==> src/rtl/mem_bridge_if.sv <==
`default_nettype none
// ============================================================================
//  Module      : mem_bridge_if
//  Description : Bundles the core-side paged bus and the 16-bit memory-port
//                request/acknowledge signals used by mem_bridge.
//                slave  = bridge view, master = environment (core + memory).
//  Revision    : 1.0  initial release
// ============================================================================
interface mem_bridge_if #(
    parameter int ADDR_W = 22
);
    // core side
    logic [19:0]       c_addr;
    logic [15:0]       c_wdata;
    logic              c_read;
    logic              c_write;
    logic              c_instr;
    logic              c_read_done;
    logic [15:0]       c_rdata;
    logic [31:0]       c_instr_data;
    logic              c_busy;
    logic              c_ready;
    logic              c_cack;
    // memory side
    logic [ADDR_W-1:0] m_addr;
    logic [15:0]       m_wdata;
    logic              m_req;
    logic              m_we;
    logic [15:0]       m_rdata;
    logic              m_ack;
    // status
    logic              err;

    modport slave (
        input  c_addr, c_wdata, c_read, c_write, c_instr, c_read_done,
        input  m_rdata, m_ack,
        output c_rdata, c_instr_data, c_busy, c_ready, c_cack,
        output m_addr, m_wdata, m_req, m_we, err
    );

    modport master (
        output c_addr, c_wdata, c_read, c_write, c_instr, c_read_done,
        output m_rdata, m_ack,
        input  c_rdata, c_instr_data, c_busy, c_ready, c_cack,
        input  m_addr, m_wdata, m_req, m_we, err
    );
endinterface
`default_nettype wire

==> src/rtl/mem_bridge.sv <==
`default_nettype none
// ============================================================================
//  Module      : mem_bridge
//  Description : Converts the core's paged 20-bit read/write bus into single
//                16-bit request/ack transactions on the memory port.
//                Instruction reads fetch two consecutive halves and present a
//                32-bit word {hi, lo}.
//                Optional macro MEM_BRIDGE_TIMEOUT_EN: abort a transaction
//                after TIMEOUT cycles without m_ack and raise sticky err.
//  Revision    : 1.0  initial release
// ============================================================================
module mem_bridge #(
    parameter int ADDR_W  = 22,
    parameter int TIMEOUT = 255
) (
    input  wire logic      clk,
    input  wire logic      rst,
    mem_bridge_if.slave    bus
);

    typedef enum logic [1:0] {
        IDLE = 2'd0,
        LO   = 2'd1,
        HI   = 2'd2,
        HOLD = 2'd3
    } state_t;

    // Instruction space sits in the top half of the memory-port address map.
    localparam logic [ADDR_W-1:0] c_instr_base = {1'b1, {(ADDR_W-1){1'b0}}};

    state_t      r_state;
    state_t      w_next;

    logic [19:0] r_addr;
    logic [15:0] r_wdata;
    logic        r_instr;
    logic        r_write;
    logic        r_cack;
    logic [15:0] r_rdata;
    logic [31:0] r_idata;

    logic        w_req;
    logic        w_busy;
    logic        w_half;
    logic        w_timeout;

    assign w_req  = bus.c_read | bus.c_write;
    assign w_busy = (r_state == LO) || (r_state == HI);
    assign w_half = (r_state == HI);

    // State register
    always_ff @(posedge clk) begin
        if (rst) begin
            r_state <= IDLE;
        end else begin
            r_state <= w_next;
        end
    end

    // Next-state decode
    always_comb begin
        w_next = r_state;
        case (r_state)
            IDLE: begin
                if (w_req) begin
                    w_next = LO;
                end
            end
            LO: begin
                if (bus.m_ack) begin
                    if (r_write) begin
                        w_next = IDLE;
                    end else if (r_instr) begin
                        w_next = HI;
                    end else begin
                        w_next = HOLD;
                    end
                end else if (w_timeout) begin
                    w_next = r_write ? IDLE : HOLD;
                end
            end
            HI: begin
                if (bus.m_ack || w_timeout) begin
                    w_next = HOLD;
                end
            end
            HOLD: begin
                // Leaving HOLD never starts a new request in the same cycle.
                if (bus.c_read_done || !bus.c_read) begin
                    w_next = IDLE;
                end
            end
            default: w_next = IDLE;
        endcase
    end

    // Request capture, accept pulse and read-data registers
    always_ff @(posedge clk) begin
        if (rst) begin
            r_addr  <= '0;
            r_wdata <= '0;
            r_instr <= 1'b0;
            r_write <= 1'b0;
            r_cack  <= 1'b0;
            r_rdata <= '0;
            r_idata <= '0;
        end else begin
            r_cack <= (r_state == IDLE) && w_req;
            if ((r_state == IDLE) && w_req) begin
                r_addr  <= bus.c_addr;
                r_wdata <= bus.c_wdata;
                r_instr <= bus.c_instr;
                r_write <= bus.c_write;   // write wins a read/write collision
            end
            if ((r_state == LO) && !r_write) begin
                if (bus.m_ack) begin
                    if (r_instr) begin
                        r_idata[15:0] <= bus.m_rdata;
                    end else begin
                        r_rdata <= bus.m_rdata;
                    end
                end else if (w_timeout) begin
                    // Neither half has arrived yet, so both are poisoned.
                    if (r_instr) begin
                        r_idata <= 32'hFFFF_FFFF;
                    end else begin
                        r_rdata <= 16'hFFFF;
                    end
                end
            end
            if (r_state == HI) begin
                if (bus.m_ack) begin
                    r_idata[31:16] <= bus.m_rdata;
                end else if (w_timeout) begin
                    r_idata[31:16] <= 16'hFFFF;
                end
            end
        end
    end

`ifdef MEM_BRIDGE_TIMEOUT_EN
    localparam logic [7:0] c_timeout_last = 8'(TIMEOUT - 1);

    logic [7:0] r_cnt;
    logic       r_err;

    assign w_timeout = w_busy && !bus.m_ack && (r_cnt == c_timeout_last);
    assign bus.err   = r_err;

    // Ack-wait counter, restarted on every entry to LO/HI, and sticky error
    always_ff @(posedge clk) begin
        if (rst) begin
            r_cnt <= '0;
            r_err <= 1'b0;
        end else begin
            r_err <= r_err | w_timeout;
            if ((w_next != r_state) && ((w_next == LO) || (w_next == HI))) begin
                r_cnt <= '0;
            end else if (w_busy && !bus.m_ack) begin
                r_cnt <= r_cnt + 8'd1;
            end
        end
    end
`else
    // No abort path: the bridge waits for m_ack indefinitely and TIMEOUT
    // has no effect on the result.
    assign w_timeout = 1'b0;
    assign bus.err   = 1'b0 & (TIMEOUT != 0);
`endif

    // Outputs are decoded from the registered state so m_req falls the
    // cycle after m_ack and immediately after a reset edge.
    assign bus.m_req        = w_busy;
    assign bus.m_we         = (r_state == LO) && r_write;
    assign bus.m_wdata      = r_wdata;
    assign bus.m_addr       = r_instr ? (c_instr_base | ADDR_W'({r_addr, w_half}))
                                      : ADDR_W'(r_addr);
    assign bus.c_busy       = w_busy;
    assign bus.c_ready      = (r_state == HOLD);
    assign bus.c_cack       = r_cack;
    assign bus.c_rdata      = r_rdata;
    assign bus.c_instr_data = r_idata;

endmodule
`default_nettype wire

==> src/flat_wrapper.sv <==
// flat-port wrapper written by rule: the top's interface ports become plain ports
module mem_bridge_flat 
#(
    parameter int ADDR_W  = 22,
    parameter int TIMEOUT = 255
)
  (clk, rst, bus_c_addr, bus_c_wdata, bus_c_read, bus_c_write, bus_c_instr, bus_c_read_done, bus_m_rdata, bus_m_ack, bus_c_rdata, bus_c_instr_data, bus_c_busy, bus_c_ready, bus_c_cack, bus_m_addr, bus_m_wdata, bus_m_req, bus_m_we, bus_err);
  mem_bridge_if #(.ADDR_W(ADDR_W)) bus_i ();
  input  wire logic clk;
  input  wire logic rst;
  input wire logic [$bits(bus_i.c_addr)-1:0] bus_c_addr;
  input wire logic [$bits(bus_i.c_wdata)-1:0] bus_c_wdata;
  input wire logic [$bits(bus_i.c_read)-1:0] bus_c_read;
  input wire logic [$bits(bus_i.c_write)-1:0] bus_c_write;
  input wire logic [$bits(bus_i.c_instr)-1:0] bus_c_instr;
  input wire logic [$bits(bus_i.c_read_done)-1:0] bus_c_read_done;
  input wire logic [$bits(bus_i.m_rdata)-1:0] bus_m_rdata;
  input wire logic [$bits(bus_i.m_ack)-1:0] bus_m_ack;
  output wire logic [$bits(bus_i.c_rdata)-1:0] bus_c_rdata;
  output wire logic [$bits(bus_i.c_instr_data)-1:0] bus_c_instr_data;
  output wire logic [$bits(bus_i.c_busy)-1:0] bus_c_busy;
  output wire logic [$bits(bus_i.c_ready)-1:0] bus_c_ready;
  output wire logic [$bits(bus_i.c_cack)-1:0] bus_c_cack;
  output wire logic [$bits(bus_i.m_addr)-1:0] bus_m_addr;
  output wire logic [$bits(bus_i.m_wdata)-1:0] bus_m_wdata;
  output wire logic [$bits(bus_i.m_req)-1:0] bus_m_req;
  output wire logic [$bits(bus_i.m_we)-1:0] bus_m_we;
  output wire logic [$bits(bus_i.err)-1:0] bus_err;
  assign bus_i.c_addr = bus_c_addr;
  assign bus_i.c_wdata = bus_c_wdata;
  assign bus_i.c_read = bus_c_read;
  assign bus_i.c_write = bus_c_write;
  assign bus_i.c_instr = bus_c_instr;
  assign bus_i.c_read_done = bus_c_read_done;
  assign bus_i.m_rdata = bus_m_rdata;
  assign bus_i.m_ack = bus_m_ack;
  assign bus_c_rdata = bus_i.c_rdata;
  assign bus_c_instr_data = bus_i.c_instr_data;
  assign bus_c_busy = bus_i.c_busy;
  assign bus_c_ready = bus_i.c_ready;
  assign bus_c_cack = bus_i.c_cack;
  assign bus_m_addr = bus_i.m_addr;
  assign bus_m_wdata = bus_i.m_wdata;
  assign bus_m_req = bus_i.m_req;
  assign bus_m_we = bus_i.m_we;
  assign bus_err = bus_i.err;
  mem_bridge #(.ADDR_W(ADDR_W), .TIMEOUT(TIMEOUT)) u_core (.clk(clk), .rst(rst), .bus(bus_i));
endmodule
==> config.mk <==
export PLATFORM = sky130hd
export DESIGN_NAME = mem_bridge_flat
export DESIGN_NICKNAME = d
export VERILOG_FILES = /design/src/rtl/mem_bridge_if.sv /design/src/rtl/mem_bridge.sv /design/src/flat_wrapper.sv
export SDC_FILE = /design/constraint.sdc
export NUM_CORES = 1
export LEC_CHECK = 0
export CAP_MARGIN = 0
export CORE_UTILIZATION = 45
export CTS_CLUSTER_DIAMETER = 200
export DETAILED_ROUTE_END_ITERATION = 8
export PLACE_DENSITY = 0.85
export SYNTH_ARGS = -nofsm -noshare
export SYNTH_HDL_FRONTEND = slang
export SYNTH_SLANG_ARGS = --single-unit
==> constraint.sdc <==
create_clock -name clk -period 2.5 [get_ports clk]
set_clock_uncertainty 0.15 [all_clocks]
set_input_delay 0.5 -clock clk [delete_from_list [all_inputs] [get_ports clk]]
set_output_delay 0.5 -clock clk [all_outputs]
set_load 0.01 [all_outputs]
Word-level counts from Yosys, hierarchy flattened

Index checks and enable logic that the tools add are counted.

Eq/ne operators: 7
Multiplexer cells: 10
Bitwise gates (word level): 2
Reductions and logical operators: 11

Operators by type and width:

| operator                                                              | count |
|---|---|
| 16-bit 2-to-1 mux                                                     | 2 |
| 22-bit 2-to-1 mux                                                     | 1 |
| 2-bit 2-to-1 mux                                                      | 5 |
| 2-bit case mux with 4 select lines                                    | 1 |
| 3-bit AND reduction                                                   | 2 |
| 2-bit equality test, second input constant                            | 2 |
| 2-bit by 1-bit != test with 1-bit output, second input constant       | 2 |
| 2-bit != test, second input constant                                  | 2 |
| 4-bit AND reduction                                                   | 1 |
| 1-bit logical AND                                                     | 3 |
| 2-bit by 1-bit equality test with 1-bit output, second input constant | 1 |
| 1-bit zero test                                                       | 2 |
| 2-bit zero test                                                       | 1 |
| 1-bit logical OR                                                      | 2 |
| 1-bit 2-to-1 mux                                                      | 1 |
| 1-bit inverter                                                        | 1 |
| 1-bit OR                                                              | 1 |

Register bits: 89
Input bits: 59
Output and inout bits: 92
Word-level logic and storage cells: 39

Longest topological paths before layout

Gate-level depths: netlist of the first run.

Word-level depth: 4
Gate-level depth with buffers: 8
Gate-level depth less buffers: 6

Least setup slack after synthesis of the first run

OpenSTA, ideal clock, no wires.

Kind: reg2out
Start: register u_core.r_instr
End: output bus_m_addr[0]
Arrival time: 1.020 ns
Required time: 1.850 ns
Slack: 0.830 ns
Stages on the path, launching flop included: 4
Path buffers: 2
Cell sequence: dfxtp_1 -> buf_4 -> buf_2 -> mux2_2

Cells in the longest elaborated chain, start to end: 1

RTL lines:

| element                | line               | source |
|---|---|---|
| start, declared        | mem_bridge.sv:36   | `logic r_instr;` |
| start signal, assigned | mem_bridge.sv:112  | `r_instr <= bus.c_instr;` |
| 22-bit 2-to-1 mux      | mem_bridge.sv:176  | `assign bus.m_addr = r_instr ? (c_instr_base \| ADDR_W'({r_addr, w_half}))` |
| end, declared          | flat_wrapper.sv:24 | `output wire logic [$bits(bus_i.m_addr)-1:0] bus_m_addr;` |

Every way passes these cells.

Final worst setup path of the first run

Start: register u_core.r_instr
End: output bus_m_addr[14]

Same word-level chain as after synthesis.

==> results.json, run 1 <==
{
  "rsz0062_at_grt": "false",
  "power_mw": 3.54,
  "final_util_pct": 70.9,
  "synth.top_cell.area_share_pct": 50.9,
  "rows": 31,
  "crit_cells": 3,
  "startpoint_type": "flip-flop",
  "finalInstanceArea_sq_mm": 0.00522,
  "switchingPower_mw": 1.08,
  "cts-hold-fix-buffers": 0,
  "fmax_mhz": 413,
  "nets": 634,
  "clk_pin_slew_ps": 80,
  "synthCells": 432,
  "end_kind": "primary output",
  "power_frac_comb_pct": 29.0,
  "setup_ws_ps": 77.8,
  "overflow": 0,
  "leakage_nw": 1.93,
  "avgViaCountPerCell": 4.95,
  "clock_path_buffers": 2,
  "switching_share_pct": 30.5,
  "dieArea_sq_mm": 0.00813,
  "reg2regPathDepth": 6,
  "port_buffers": 149,
  "ys_ff_latch": 89,
  "min_path_cells": 2,
  "grt_pass1_wl_um": 15100,
  "cts.htree.levels": 3,
  "r2r_slack_ps": 770,
  "firstDrtPassIters": 4,
  "dp_cells": 658,
  "antenna_found_initial": 0,
  "yosysWarnings": 0,
  "synth_area_leader_cell": "dfxtp_1",
  "drc": 0,
  "place_ws_ps": 326,
  "fin_crit_sh_pct": 96.9,
  "wirelength_um": 9270,
  "yosysUniqueCellTypes": 28,
  "vias": 3338,
  "worstSetupPathType": "flip-flop to primary output",
  "intPower_mw": 2.46,
  "synth-main-ff-cell": "dfxtp_1",
  "run_status": "completed",
  "slew_headroom_pct": 59.3,
  "finalSetupTns_ps": 0,
  "wl_per_cell_um": 13.8,
  "pwr-share-clk_pct": 24.9,
  "numCtsBuffers": 9,
  "avgSynthCellArea_sq_um": 8.10,
  "detail-route-antenna-nets": 0,
  "worst_pin_slew_ps": 608,
  "clk_latency_ps": 330,
  "finalMaxSlewViolations": 0,
  "critPathTopFamily": "buffers and inverters",
  "maxCapViolCount": 0,
  "syn2layout_area_growth_pct": 49.3,
  "crit_path_start": "u_core.r_instr",
  "clock_sinks": 89,
  "hp-class": "flip-flop to flip-flop",
  "die_h_um": 90.2,
  "crit_slowest_cell": "clkdlybuf4s50_1",
  "initial_core_util_pct": 47.5,
  "p_per_area_mw_per_mm2": 678,
  "crit_chain": "buf_8 -> mux2_2 -> clkdlybuf4s50_1",
  "antennaDiodeCount": 0,
  "crit_path_max_fanout": 24,
  "ioPinCount": 151,
  "placed_cell_area_sq_mm": 0.00503,
  "die_w_um": 90.2,
  "syn-cell-area_sq_mm": 0.00350,
  "synth_nets": 496,
  "setup_viol_count_final": 0,
  "fill_cells": 584,
  "cts_root_buffer": "clkbuf_8",
  "cts_setup_buffers": 0,
  "routabilityCongestion": 0.758,
  "drtIter0Drc": 160,
  "slowest_delay_ps": 500,
  "period_minus_slack_ps": 2420,
  "crit_end": "bus_m_addr[14]",
  "core_area_sq_mm": 0.00737,
  "drive_gt1_share_pct": 8.87,
  "synth_edf_count": 0,
  "cts_tree": "done",
  "synth.area.top_cells": "dfxtp_1 51%, nand2_1 19%, a21oi_1 13%",
  "grt_pass1_vias": 3115,
  "async_reset_ff_share_pct": 0,
  "worstPathRequired_ps": 1850,
  "holdWs_ps": 308,
  "vdd_drop_max_mv": 0.392,
  "grt_usage_pct": 22.9,
  "arrival_ps": 1770,
  "fin_cells": 674,
  "hpwl_um": 6520,
  "yosysSeqAreaShare_pct": 50.9,
  "hold_viol_final": 0,
  "grt_max_degree": 90,
  "seq_power_share_pct": 46.2,
  "cp_num_buf_inv": 2
}
==> state kept, by name, indices dropped and copies added (netlist names), named ones only <==
| register | cells |
|---|---|
| u_core.r_addr | 20 |
| u_core.r_instr | 1 |
| u_core.r_write | 1 |
| u_core.bus.c_cack | 1 |
| u_core.bus.m_wdata | 16 |
| u_core.bus.c_instr_data | 32 |
| u_core.r_state | 1 |
| u_core.bus.c_rdata | 16 |
==> metal layers <==
| layer | global-route usage, % | wire length [um] | vias up |
|---|---|---|---|
| met2 | 39.8 | 4680 | 126 |
| li1 | - | - | 1676 |
| met4 | 6.59 | 53 | 0 |
| met5 | 0 | 0 | - |
| met1 | 27.6 | 3810 | 1532 |
| met3 | 6.09 | 734 | 4 |
==> cell usage in the layout, fill, tap and decap left out, drive strengths merged, types with 2 or more instances in the layout <==
cell type      synthesis  routed
a21oi                 88      88
and2                   3       3
buf                   22      12
clkbuf                11      10
clkdlybuf4s50          0     147
clkinv                 0       3
dfxtp                 89      89
ha                     5       5
inv                    2       5
mux2                  20      20
nand2                173     173
nand3                  2       2
nand3b                 2       2
nor2                   2       2
nor2b                  2       2
o21ai                  2       2
==> Yosys cell counts (all sizes together), types with 2 or more instances <==
cell	instances
clkbuf	11
buf	22
and2	3
o21ai	2
nand3b	2
a21oi	88
ha	5
nand2	173
mux2	20
dfxtp	89
nand3	2
inv	2
nor2b	2
nor2	2
==> cell families (layout without fill, tap and decap cells) <==
logic type      count (synthesis)  count (layout)  synth area share [%]
buf+inv                        35             178                  5.47
mux                            21              21                  6.73
compound gates                 92              92                  13.3
flops                          89              89                  50.9
simple gates                  189             189                  21.6
fa+ha+maj                       5               5                  1.79
other cells                     1               1                 0.107
==> power groups by stage <==
stage               logic (mW)  registers (mW)  clock network (mW)
CTS                       1.03            1.63               0.913
global route              1.11            1.65               0.979
finish                    1.03            1.63               0.881
global placement         0.999            1.66                   0
detailed placement        1.02            1.66                   0
floorplan                0.518            1.68                   0
==> final cells by class <==
class,count,area [sq um],share of cell area [%]
timing repair buffer,160,1600,30.7
clock inverter,6,48.8,0.934
clock buffer,10,128,2.44
multi-input combinational,308,1530,29.3
tap,99,124,2.37
inverter,2,7.51,0.144
sequential,89,1780,34.1
==> worst register-to-register path, cell delays in order (launching register included) <==
cell,delay [ps]
dfxtp_1,350
inv_1,110
ha_1,250
or3b_1,400
nand4_1,120
mux2i_1,180
nor2_1,50
==> what timing repair did <==
item / CTS / global route
endpoints found under the setup margin: 2 / 2
hold endpoints to repair: 0 / 0
resized for setup: 2 / 2
pin swaps: 0 / 0
gates cloned: 0 / 0
==> how the worst min path moves through the flow <==
stage          slack [ps]                       start                          to
5_1_grt               330  u_core.bus.c_instr_data[2]  u_core.bus.c_instr_data[2]
2_1_floorplan         290           u_core.r_addr[19]           u_core.r_addr[19]
3_5_place_dp          300      u_core.bus.c_rdata[15]      u_core.bus.c_rdata[15]
6_report              310      u_core.bus.c_rdata[15]      u_core.bus.c_rdata[15]
4_1_cts               310      u_core.bus.c_rdata[15]      u_core.bus.c_rdata[15]
3_3_place_gp          290  u_core.bus.c_instr_data[8]  u_core.bus.c_instr_data[8]
Note: power is estimated with default switching activity, not from simulation.
==> run 2: changes to the inputs <==
- CORE_MARGIN: not set -> 2
==> results.json, run 2 (synthesis gave the netlist of run 1 again) <==
{
  "fin_crit_sh_pct": 95.8,
  "fmax_mhz": 418,
  "antennaDiodeCount": 0,
  "setup_viol_count_final": 0,
  "grt_pass1_wl_um": 15100,
  "rsz0062_at_grt": "false",
  "crit_path_start": "u_core.r_instr",
  "ioPinCount": 151,
  "port_buffers": 149,
  "cts.htree.levels": 3,
  "worst_pin_slew_ps": 580,
  "leakage_nw": 1.91,
  "avgViaCountPerCell": 4.94,
  "syn2layout_area_growth_pct": 49.2,
  "initial_core_util_pct": 46.0,
  "fill_cells": 626,
  "worstPathRequired_ps": 1850,
  "crit_path_max_fanout": 28,
  "startpoint_type": "flip-flop",
  "nets": 632,
  "r2r_slack_ps": 700,
  "hold_viol_final": 0,
  "regArea_sq_mm": 0.00178,
  "finalMaxSlewViolations": 0,
  "die_h_um": 92.2,
  "wl_per_cell_um": 13.9,
  "detail-route-antenna-nets": 0,
  "cts_tree": "done",
  "die_w_um": 92.2,
  "reg2regPathDepth": 6,
  "crit_end": "bus_m_addr[1]",
  "holdWs_ps": 307,
  "cts_root_buffer": "clkbuf_8",
  "final_common_cell": "nand2_1",
  "arrival_ps": 1740,
  "run_status": "completed",
  "worstSetupPathType": "flip-flop to primary output",
  "p_per_area_mw_per_mm2": 702,
  "clock_sinks": 89,
  "drc": 0,
  "largest_register_ffs": 32,
  "wirelength_um": 9390,
  "grt_pass1_vias": 3222,
  "numCtsBuffers": 9,
  "routabilityCongestion": 0.788,
  "antenna_found_initial": 0,
  "dieArea_sq_mm": 0.00849,
  "end_kind": "primary output",
  "overflow": 0,
  "finalSetupTns_ps": 0,
  "cts_setup_buffers": 0,
  "clk_pin_slew_ps": 90,
  "vdd_drop_max_mv": 0.425,
  "rows": 32,
  "slew_headroom_pct": 61.3,
  "grt_max_degree": 52,
  "period_minus_slack_ps": 2390,
  "reg2reg_to": "u_core.r_addr[0]",
  "clock_path_buffers": 2,
  "hpwl_um": 6680,
  "drive_gt1_share_pct": 8.73,
  "multi_input_area_sq_mm": 0.00153,
  "grt_usage_pct": 22.0,
  "clk_latency_ps": 350,
  "hp-class": "flip-flop to flip-flop",
  "firstDrtPassIters": 4,
  "core_area_sq_mm": 0.00761,
  "maxCapViolCount": 0,
  "drtIter0Drc": 154,
  "final_cell_mix": "173 x nand2_1, 147 x clkdlybuf4s50_1, 88 x a21oi_1, 88 x dfxtp_1, 20 x mux2_2",
  "vias": 3332
}
-- run 2: routing by layer --
layer	wire, um	up-vias	global-route usage, %	share of wire, %
li1	-	1668	-	-
met1	3930	1516	27.2	42
met2	4550	133	36.7	48
met3	767	15	7.15	8.2
met4	142	0	6.47	1.5
met5	0	-	0	0
-- run 2: repair_timing --
| item | CTS | global route |
|---|---|---|
| endpoints found under the setup margin | 1 | 0 |
| hold buffers | 0 | 0 |
| gates resized for setup | 2 | 0 |
-- run 2: worst min path at each step --
stage                           startpoint                     end  cells past startpoint
floorplan                u_core.r_addr[19]       u_core.r_addr[19]                      2
global placement    u_core.bus.m_wdata[11]  u_core.bus.m_wdata[11]                      2
detailed placement   u_core.bus.m_wdata[7]   u_core.bus.m_wdata[7]                      2
CTS                  u_core.bus.m_wdata[9]   u_core.bus.m_wdata[9]                      2
global route        u_core.bus.m_wdata[12]  u_core.bus.m_wdata[12]                      2
finish               u_core.bus.m_wdata[9]   u_core.bus.m_wdata[9]                      2
-- run 2: power breakdown --
part           switching [mW]  leakage, nW  internal (mW)
logic                   0.490         1.09          0.522
registers              0.0843        0.726           1.55
clock network           0.540        0.103          0.481
total                    1.11         1.91           2.55
-- run 2: area by class of cell --
class	count	area share, %
Timing Repair Buffer	158	30.0
Clock buffer	9	2.37
Sequential cell	89	34.2
Tap cell	102	2.45
Inverter	2	0.144
Multi-Input combinational cell	308	29.3
Clock inverter	7	1.61
-- run 2: worst max-delay path: stages (launching register included) --
cell,delay [ps]
dfxtp_1,360
buf_12,190
mux2_2,360
clkdlybuf4s50_1,490
-- run 2: stage by stage --
stage               setup slack (ps)  instance area [sq um]  std cells  total power [mW]  util [%]
floorplan                        830                   3500        432              2.20         -
global placement                 364                   5010        659              2.64      65.9
detailed placement               317                   5010        659              2.67      65.9
finish                           106                   5220        675              3.66      68.6
global route                    28.9                   5220        675              3.87      68.6
CTS                             85.9                   5220        675              3.70      68.6
